## config.mk

```make
export PLATFORM = sky130hd
export DESIGN_NAME = bcd_a_binario
export DESIGN_NICKNAME = d
export VERILOG_FILES = /design/src/rtl/bcd_pkg.sv /design/src/rtl/correccion_digito.sv /design/src/rtl/bcd_a_binario.sv
export SDC_FILE = /design/constraint.sdc
export NUM_CORES = 1
export LEC_CHECK = 0
export CORE_MARGIN = 3
export CORE_UTILIZATION = 45
export CTS_BUF_LIST = sky130_fd_sc_hd__clkbuf_8
export DETAILED_ROUTE_END_ITERATION = 8
export PLACE_DENSITY = 0.69
export SETUP_SLACK_MARGIN = 0.15
export SLEW_MARGIN = 20
export SYNTH_ARGS = -nofsm -noshare
export SYNTH_HDL_FRONTEND = slang
export SYNTH_SLANG_ARGS = --single-unit
```

## constraint.sdc

```tcl
create_clock -name clk -period 3.2 [get_ports clk]
set_input_delay 0.64 -clock clk [delete_from_list [all_inputs] [get_ports clk]]
set_output_delay 0.64 -clock clk [all_outputs]
set_load 0.05 [all_outputs]
```

## src/rtl/bcd_pkg.sv

```systemverilog
`default_nettype none
// ============================================================================
// bcd_pkg : shared state encoding, digit-correction constants and sizing helper
// Rev 1.0
// ============================================================================
package bcd_pkg;

  typedef enum logic [1:0] {
    REPOSO       = 2'd0,
    CONVIRTIENDO = 2'd1,
    LISTO        = 2'd2
  } estado_t;

  localparam logic [3:0] UMBRAL = 4'd8;
  localparam logic [3:0] AJUSTE = 4'd3;

  // Smallest binary width able to hold 10^digitos - 1.
  function automatic int min_ancho_bin(input int digitos);
    longint unsigned potencia;
    int ancho;
    potencia = 1;
    for (int i = 0; i < digitos; i++) potencia = potencia * 10;
    ancho = 0;
    for (int b = 0; b < 63; b++)
      if ((64'd1 << b) < potencia) ancho = b + 1;
    return ancho;
  endfunction

endpackage
`default_nettype wire

```

## src/rtl/correccion_digito.sv

```systemverilog
`default_nettype none
// ============================================================================
// correccion_digito : one reverse double-dabble step per digit (>= 8 -> -3)
// Rev 1.0
// ============================================================================
module correccion_digito
  import bcd_pkg::*;
(
  input  logic [3:0] digito_i,
  output logic [3:0] digito_o
);

  assign digito_o = (digito_i >= UMBRAL) ? (digito_i - AJUSTE) : digito_i;

endmodule
`default_nettype wire

```

## src/rtl/bcd_a_binario.sv

```systemverilog
`default_nettype none
// ============================================================================
// bcd_a_binario : sequential BCD-to-binary converter, valid/ready both sides
// Optional digit range check: BCD_A_BINARIO_VALIDACION_EN.  Rev 1.0
// ============================================================================
module bcd_a_binario
  import bcd_pkg::*;
#(
  parameter int DIGITOS   = 4,
  parameter int ANCHO_BIN = 14
) (
  input  logic                   clk,
  input  logic                   reset,
  input  logic [4*DIGITOS-1:0]   entradaBCD,
  input  logic                   inValido,
  output logic                   inListo,
  output logic [ANCHO_BIN-1:0]   salidaBin,
  output logic                   errorBCD,
  output logic                   outValido,
  input  logic                   outAceptado
);

  localparam int ANCHO_BCD = 4 * DIGITOS;
  localparam int ANCHO_CNT = $clog2(ANCHO_BIN + 1);
  localparam logic [ANCHO_CNT-1:0] CUENTA_FIN = ANCHO_CNT'(ANCHO_BIN - 1);

  if (ANCHO_BIN < min_ancho_bin(DIGITOS)) begin : g_chk_ancho
    $error("bcd_a_binario: ANCHO_BIN too small for DIGITOS");
  end

  estado_t                estado_q, estado_d;
  logic [ANCHO_CNT-1:0]   cnt_q, cnt_d;
  logic [ANCHO_BCD-1:0]   bcd_q, bcd_d;
  logic [ANCHO_BIN-1:0]   bin_q, bin_d;
  logic                   error_q, error_d;

  logic [ANCHO_BCD+ANCHO_BIN-1:0] w_desp;
  logic [ANCHO_BCD-1:0]           w_bcd_corr;
  logic                           w_invalido;

  assign w_desp = {bcd_q, bin_q} >> 1;

  for (genvar g = 0; g < DIGITOS; g++) begin : g_digito
    correccion_digito u_corr (
      .digito_i (w_desp[ANCHO_BIN + 4*g +: 4]),
      .digito_o (w_bcd_corr[4*g +: 4])
    );
  end

`ifdef BCD_A_BINARIO_VALIDACION_EN
  always_comb begin
    w_invalido = 1'b0;
    for (int i = 0; i < DIGITOS; i++)
      if (entradaBCD[4*i +: 4] > 4'd9) w_invalido = 1'b1;
  end
`else
  assign w_invalido = 1'b0;
`endif

  always_comb begin
    estado_d = estado_q;
    cnt_d    = cnt_q;
    bcd_d    = bcd_q;
    bin_d    = bin_q;
    error_d  = error_q;
    case (estado_q)
      REPOSO: begin
        if (inValido) begin
          bcd_d    = entradaBCD;
          bin_d    = '0;
          cnt_d    = '0;
          error_d  = w_invalido;
          estado_d = CONVIRTIENDO;
        end
      end
      CONVIRTIENDO: begin
        // An invalid word spends a single non-iterating cycle here so the
        // result appears one edge after capture with salidaBin still zero.
        if (error_q) begin
          bcd_d    = '0;
          estado_d = LISTO;
        end else begin
          bcd_d = w_bcd_corr;
          bin_d = w_desp[ANCHO_BIN-1:0];
          if (cnt_q == CUENTA_FIN) estado_d = LISTO;
          else                     cnt_d    = cnt_q + ANCHO_CNT'(1);
        end
      end
      LISTO: begin
        if (outAceptado) estado_d = REPOSO;
      end
      default: estado_d = REPOSO;
    endcase
  end

  always_ff @(posedge clk or posedge reset) begin
    if (reset) begin
      estado_q <= REPOSO;
      cnt_q    <= '0;
      bcd_q    <= '0;
      bin_q    <= '0;
      error_q  <= 1'b0;
    end else begin
      estado_q <= estado_d;
      cnt_q    <= cnt_d;
      bcd_q    <= bcd_d;
      bin_q    <= bin_d;
      error_q  <= error_d;
    end
  end

  assign inListo   = (estado_q == REPOSO);
  assign outValido = (estado_q == LISTO);
  assign salidaBin = bin_q;
  assign errorBCD  = error_q;

endmodule
`default_nettype wire

```

# Yosys cells after proc, flatten, opt, wreduce, memory -nomap -nowiden
# Index checks and enable logic that the tools add are counted.
# classes
n_addsub,5
n_lt_le_gt_ge,4
eq_ne,7
mux,15
reduce_logical,5
# op_table
op,n
16-bit case mux with 2 select lines,1
14-bit case mux with 2 select lines,1
4-bit 2-to-1 mux,6
16-bit 2-to-1 mux,1
14-bit 2-to-1 mux,1
4-bit greater-or-equal comparator (second input constant),3
4-bit by 2-bit subtractor with 4-bit output (second input constant),3
4-bit case mux with 2 select lines,1
2-bit 2-to-1 mux,3
2-bit != test (second input constant),3
2-bit case mux with 3 select lines,1
3-bit AND reduction,2
4-bit by 1-bit adder with 4-bit output (second input constant),1
4-bit equality test (second input constant),1
3-bit by 4-bit greater-or-equal comparator with 1-bit output (second input constant),1
3-bit by 2-bit subtractor with 4-bit output (second input constant),1
2-bit by 1-bit equality test with 1-bit output (second input constant),1
2-bit equality test (second input constant),1
2-bit zero test,1
2-bit by 1-bit != test with 1-bit output (second input constant),1
2-bit AND reduction,1
2-bit nonzero test,1
# totals
reg_bits,36
inputBits,20
out_inout_bits,17

# Longest topological paths before layout
# logic_depth
ltp_word,3
depth_mapped,6

# Hierarchy
# Synthesis repeated with hierarchy kept, for this count alone.
# unflattened
cells_unflattened,177
hier_area_um2,1876.8
# modules_own_cells
mod,instances,cells_each,area_per_inst_um2,seq_area_each_um2
bcd_a_binario,1,133,1571.5,900.9
correccion_digito,4,11,76.3,0.0

# Worst setup path before layout
# OpenSTA, ideal clock, no wires.
# synth_timing
path_type,reg-to-output
from,register estado_q[0]
to,output port outValido
arrival_ns,1.420
setup_slack_ns,1.140
stages_incl_launch_ff,4
path_cell_list,dfrtp_1 buf_2 buf_2 nor2b_1
# synth_via
elab_chain_len,1
# synth_lines
element,line_no,text
from (decl),bcd_a_binario.sv:31,"estado_t estado_q, estado_d;"
from (signal assigned),bcd_a_binario.sv:104,estado_q <= estado_d;
2-bit equality test,bcd_a_binario.sv:113,assign outValido = (estado_q == LISTO);
to (decl),bcd_a_binario.sv:19,"output logic outValido,"
# No other way between the ends.

# Final worst setup path
# layout_timing
from,register estado_q[0]
to,output port inListo
# layout_via
elab_chain_len,1
# layout_lines
element,line_no,text
2-bit zero test,bcd_a_binario.sv:112,assign inListo = (estado_q == REPOSO);
to (decl),bcd_a_binario.sv:16,"output logic inListo,"
# No other way between the ends.

==> qor.csv <==
metric;value;unit
Yosys top cell by area;dfrtp_1;
Worst Setup End Kind;output port;
Setup TNS;0;ps
# nets final;237;
Worst-Margin Slew;602.6;ps
GRT overflow;0;
initial antenna violation count;0;
period utilization;0.7727;
pre-CTS WS;985.3;ps
Initial DRC Count;86;
CTS Hold Bufs;0;
final hold violation count;0;
Sink Count;36;
Max Cap Viol;0;
status;finished, final reports clean;
Ys Warns;0;
Worst Path Max Fanout;27;
Arr. time, crit path;1830;ps
Synth Net Count;203;
Setup Buffers After CTS;0;
die width;70.26;um
filler cell count;329;
post-CTS sizing;0;
share of the yosys chip area belonging to registers;0.4848;
Via density;5.353;
synth top area cells;dfrtp_1 (48%), a22o_1 (7.1%), ha_1 (5.4%), mux2i_1 (4.3%), a21oi_1 (4.0%);
post-route ant nets;0;
Final WS setup;727.5;ps
Mapped Avg Cell Area;10.62;um2
Inserted Clock Buffers;5;
crit path kind;reg2out;
P_leak;0.001049;uW
die area;4936;um2
Syn Inst Count;175;
core area;3826;um2
DR WL/cell;14.38;um
Overall Power;2484;uW
Total GRT Usage;0.1667;
synth unique cells;35;
CTS tree;built;
final setup fails;0;
most frequent cells in the layout;dfrtp_1 (36), clkdlybuf4s50_1 (35), a21oi_1 (15), a22o_1 (15), nand2_1 (12);
commonest non-fill, non-tap cell in the layout;dfrtp_1;
netlist area before placement;1858;um2
Ports;37;
GP Congestion;0.8274;
Worst Path Required;2560;ps
RSZ-0062 raised after global routing;no;
CP startpoint kind;flop;
fmax;404.4;MHz
Slew Viols, Final;0;
n_diodes;0;
Hold/Removal Path Class;reg2reg;
clock slew at reported path FFs;70;ps
fraction of layout cells with a size suffix above 1;0.07619;
post-synth top area share;0.4848;
first-pass detailed-route iteration total;4;
worst-skew pair later-pin latency;290;ps
worst-case clock buffer depth;2;
Max transition margin;0.5983;
Root Buffer Master;clkbuf_8;
Pwr Density;1070;nW/um2
Initial Util;0.4856;
min Tclk post-route;2473;ps
vias in the first global route;1444;
hpwl dp;2630;um
via count;1381;
synthesis-stage register bit count;36;
final setup skew;6.853;ps
H-tree depth;2;
Area Growth Syn to Fin;24.98;%
drt drc;0;
pin count of the biggest net entering global routing;37;
Die Height;70.26;um
final wirelength;3711;um
first-pass GRT wire length;6561;um
Worst VDD drop;0.6529;mV
num rows;22;
port bufs;35;
-- registers in the layout (all words and copies together), names as in the netlist --
| signal | count |
|---|---|
| cnt_q | 4 |
| salidaBin | 14 |
| estado_q | 2 |
| bcd_q | 16 |
-- critical path, cell delays in order, from the launching register on --
cell             delay (ps)
dfrtp_1                 410
buf_4                   220
nor2_1                  100
clkdlybuf4s50_1         810
-- synthesized netlist by cell type --
master / count
o211ai_1: 1
nand3_1: 2
nor3_1: 1
a311oi_1: 1
inv_1: 9
nor3b_1: 2
buf_6: 1
conb_1: 1
nor4b_1: 1
nor2b_1: 7
and2b_1: 1
nor2_1: 6
or3b_2: 1
dfrtp_1: 36
o21bai_1: 1
a21o_1: 3
o2bb2ai_1: 1
nor4bb_1: 3
buf_4: 2
nand2_1: 12
o21ai_0: 5
buf_1: 1
a21oi_1: 15
o22a_1: 5
mux2i_1: 8
a22o_1: 15
nor3b_2: 1
nand2b_1: 4
a41oi_1: 1
ha_1: 8
xnor2_1: 6
a211oi_1: 3
a21boi_0: 1
buf_2: 9
o221ai_1: 1
-- final timing paths --
kind	end	start	cells past startpoint	slack [ps]
max	inListo	estado_q[0]	3	730
min	bcd_q[13]	bcd_q[13]	2	490
min in group asynchronous	salidaBin[0]	reset	3	750
min reg2reg	bcd_q[13]	bcd_q[13]	2	490
max reg2reg	cnt_q[2]	estado_q[0]	4	1420
max in group asynchronous	bcd_q[9]	reset	3	2140
-- area by class of cell --
| type | instances | area, um2 | share of cell area |
|---|---|---|---|
| Timing Repair Buffer | 40 | 387.9 | 0.1670 |
| Clock inverter | 3 | 18.77 | 0.008082 |
| Clock buffer | 5 | 68.82 | 0.02963 |
| Multi-Input combinational cell | 117 | 852.1 | 0.3669 |
| Sequential cell | 36 | 900.9 | 0.3879 |
| Tap cell | 48 | 60.06 | 0.02586 |
| Inverter | 9 | 33.78 | 0.01455 |
-- cells by family (layout without fill, tap and decap cells) --
| family | after synthesis | in the layout | synth area share |
|---|---|---|---|
| buffers and inverters | 22 | 57 | 0.05858 |
| AO/OA/AOI/OAI | 53 | 53 | 0.2034 |
| other | 1 | 1 | 0.002018 |
| AND/OR/NAND/NOR | 41 | 41 | 0.1259 |
| XOR/XNOR | 6 | 6 | 0.02828 |
| flip-flops | 36 | 36 | 0.4848 |
| adder cells (fa/ha/maj) | 8 | 8 | 0.05387 |
| multiplexers | 8 | 8 | 0.04310 |
-- power by group --
part	total [uW]	switching (uW)	internal, uW	leakage, uW
combinational	1300	734	566	0.000546
clock	309	158	151	0.0000479
sequential	875	207	669	0.000455
-- through the flow --
stage / hold slack [ps] / util / std cells / cell area, um2
after floorplan: 447.8 / - / 175 / 1858
after global placement: 469.6 / 0.5840 / 250 / 2235
after detailed placement: 479.7 / 0.5840 / 250 / 2235
after CTS: 495.6 / 0.6069 / 258 / 2322
after global routing: 532.8 / 0.6069 / 258 / 2322
final: 488.6 / 0.6069 / 258 / 2322
-- layer usage --
metal / track usage / routed length [um] / vias up
met5: 0 / 0 / -
met4: 0.08298 / 79 / 0
li1: - / - / 682
met2: 0.2620 / 1763 / 29
met3: 0.03597 / 145 / 8
met1: 0.2158 / 1723 / 662
Note: power is estimated with default switching activity, not from simulation.
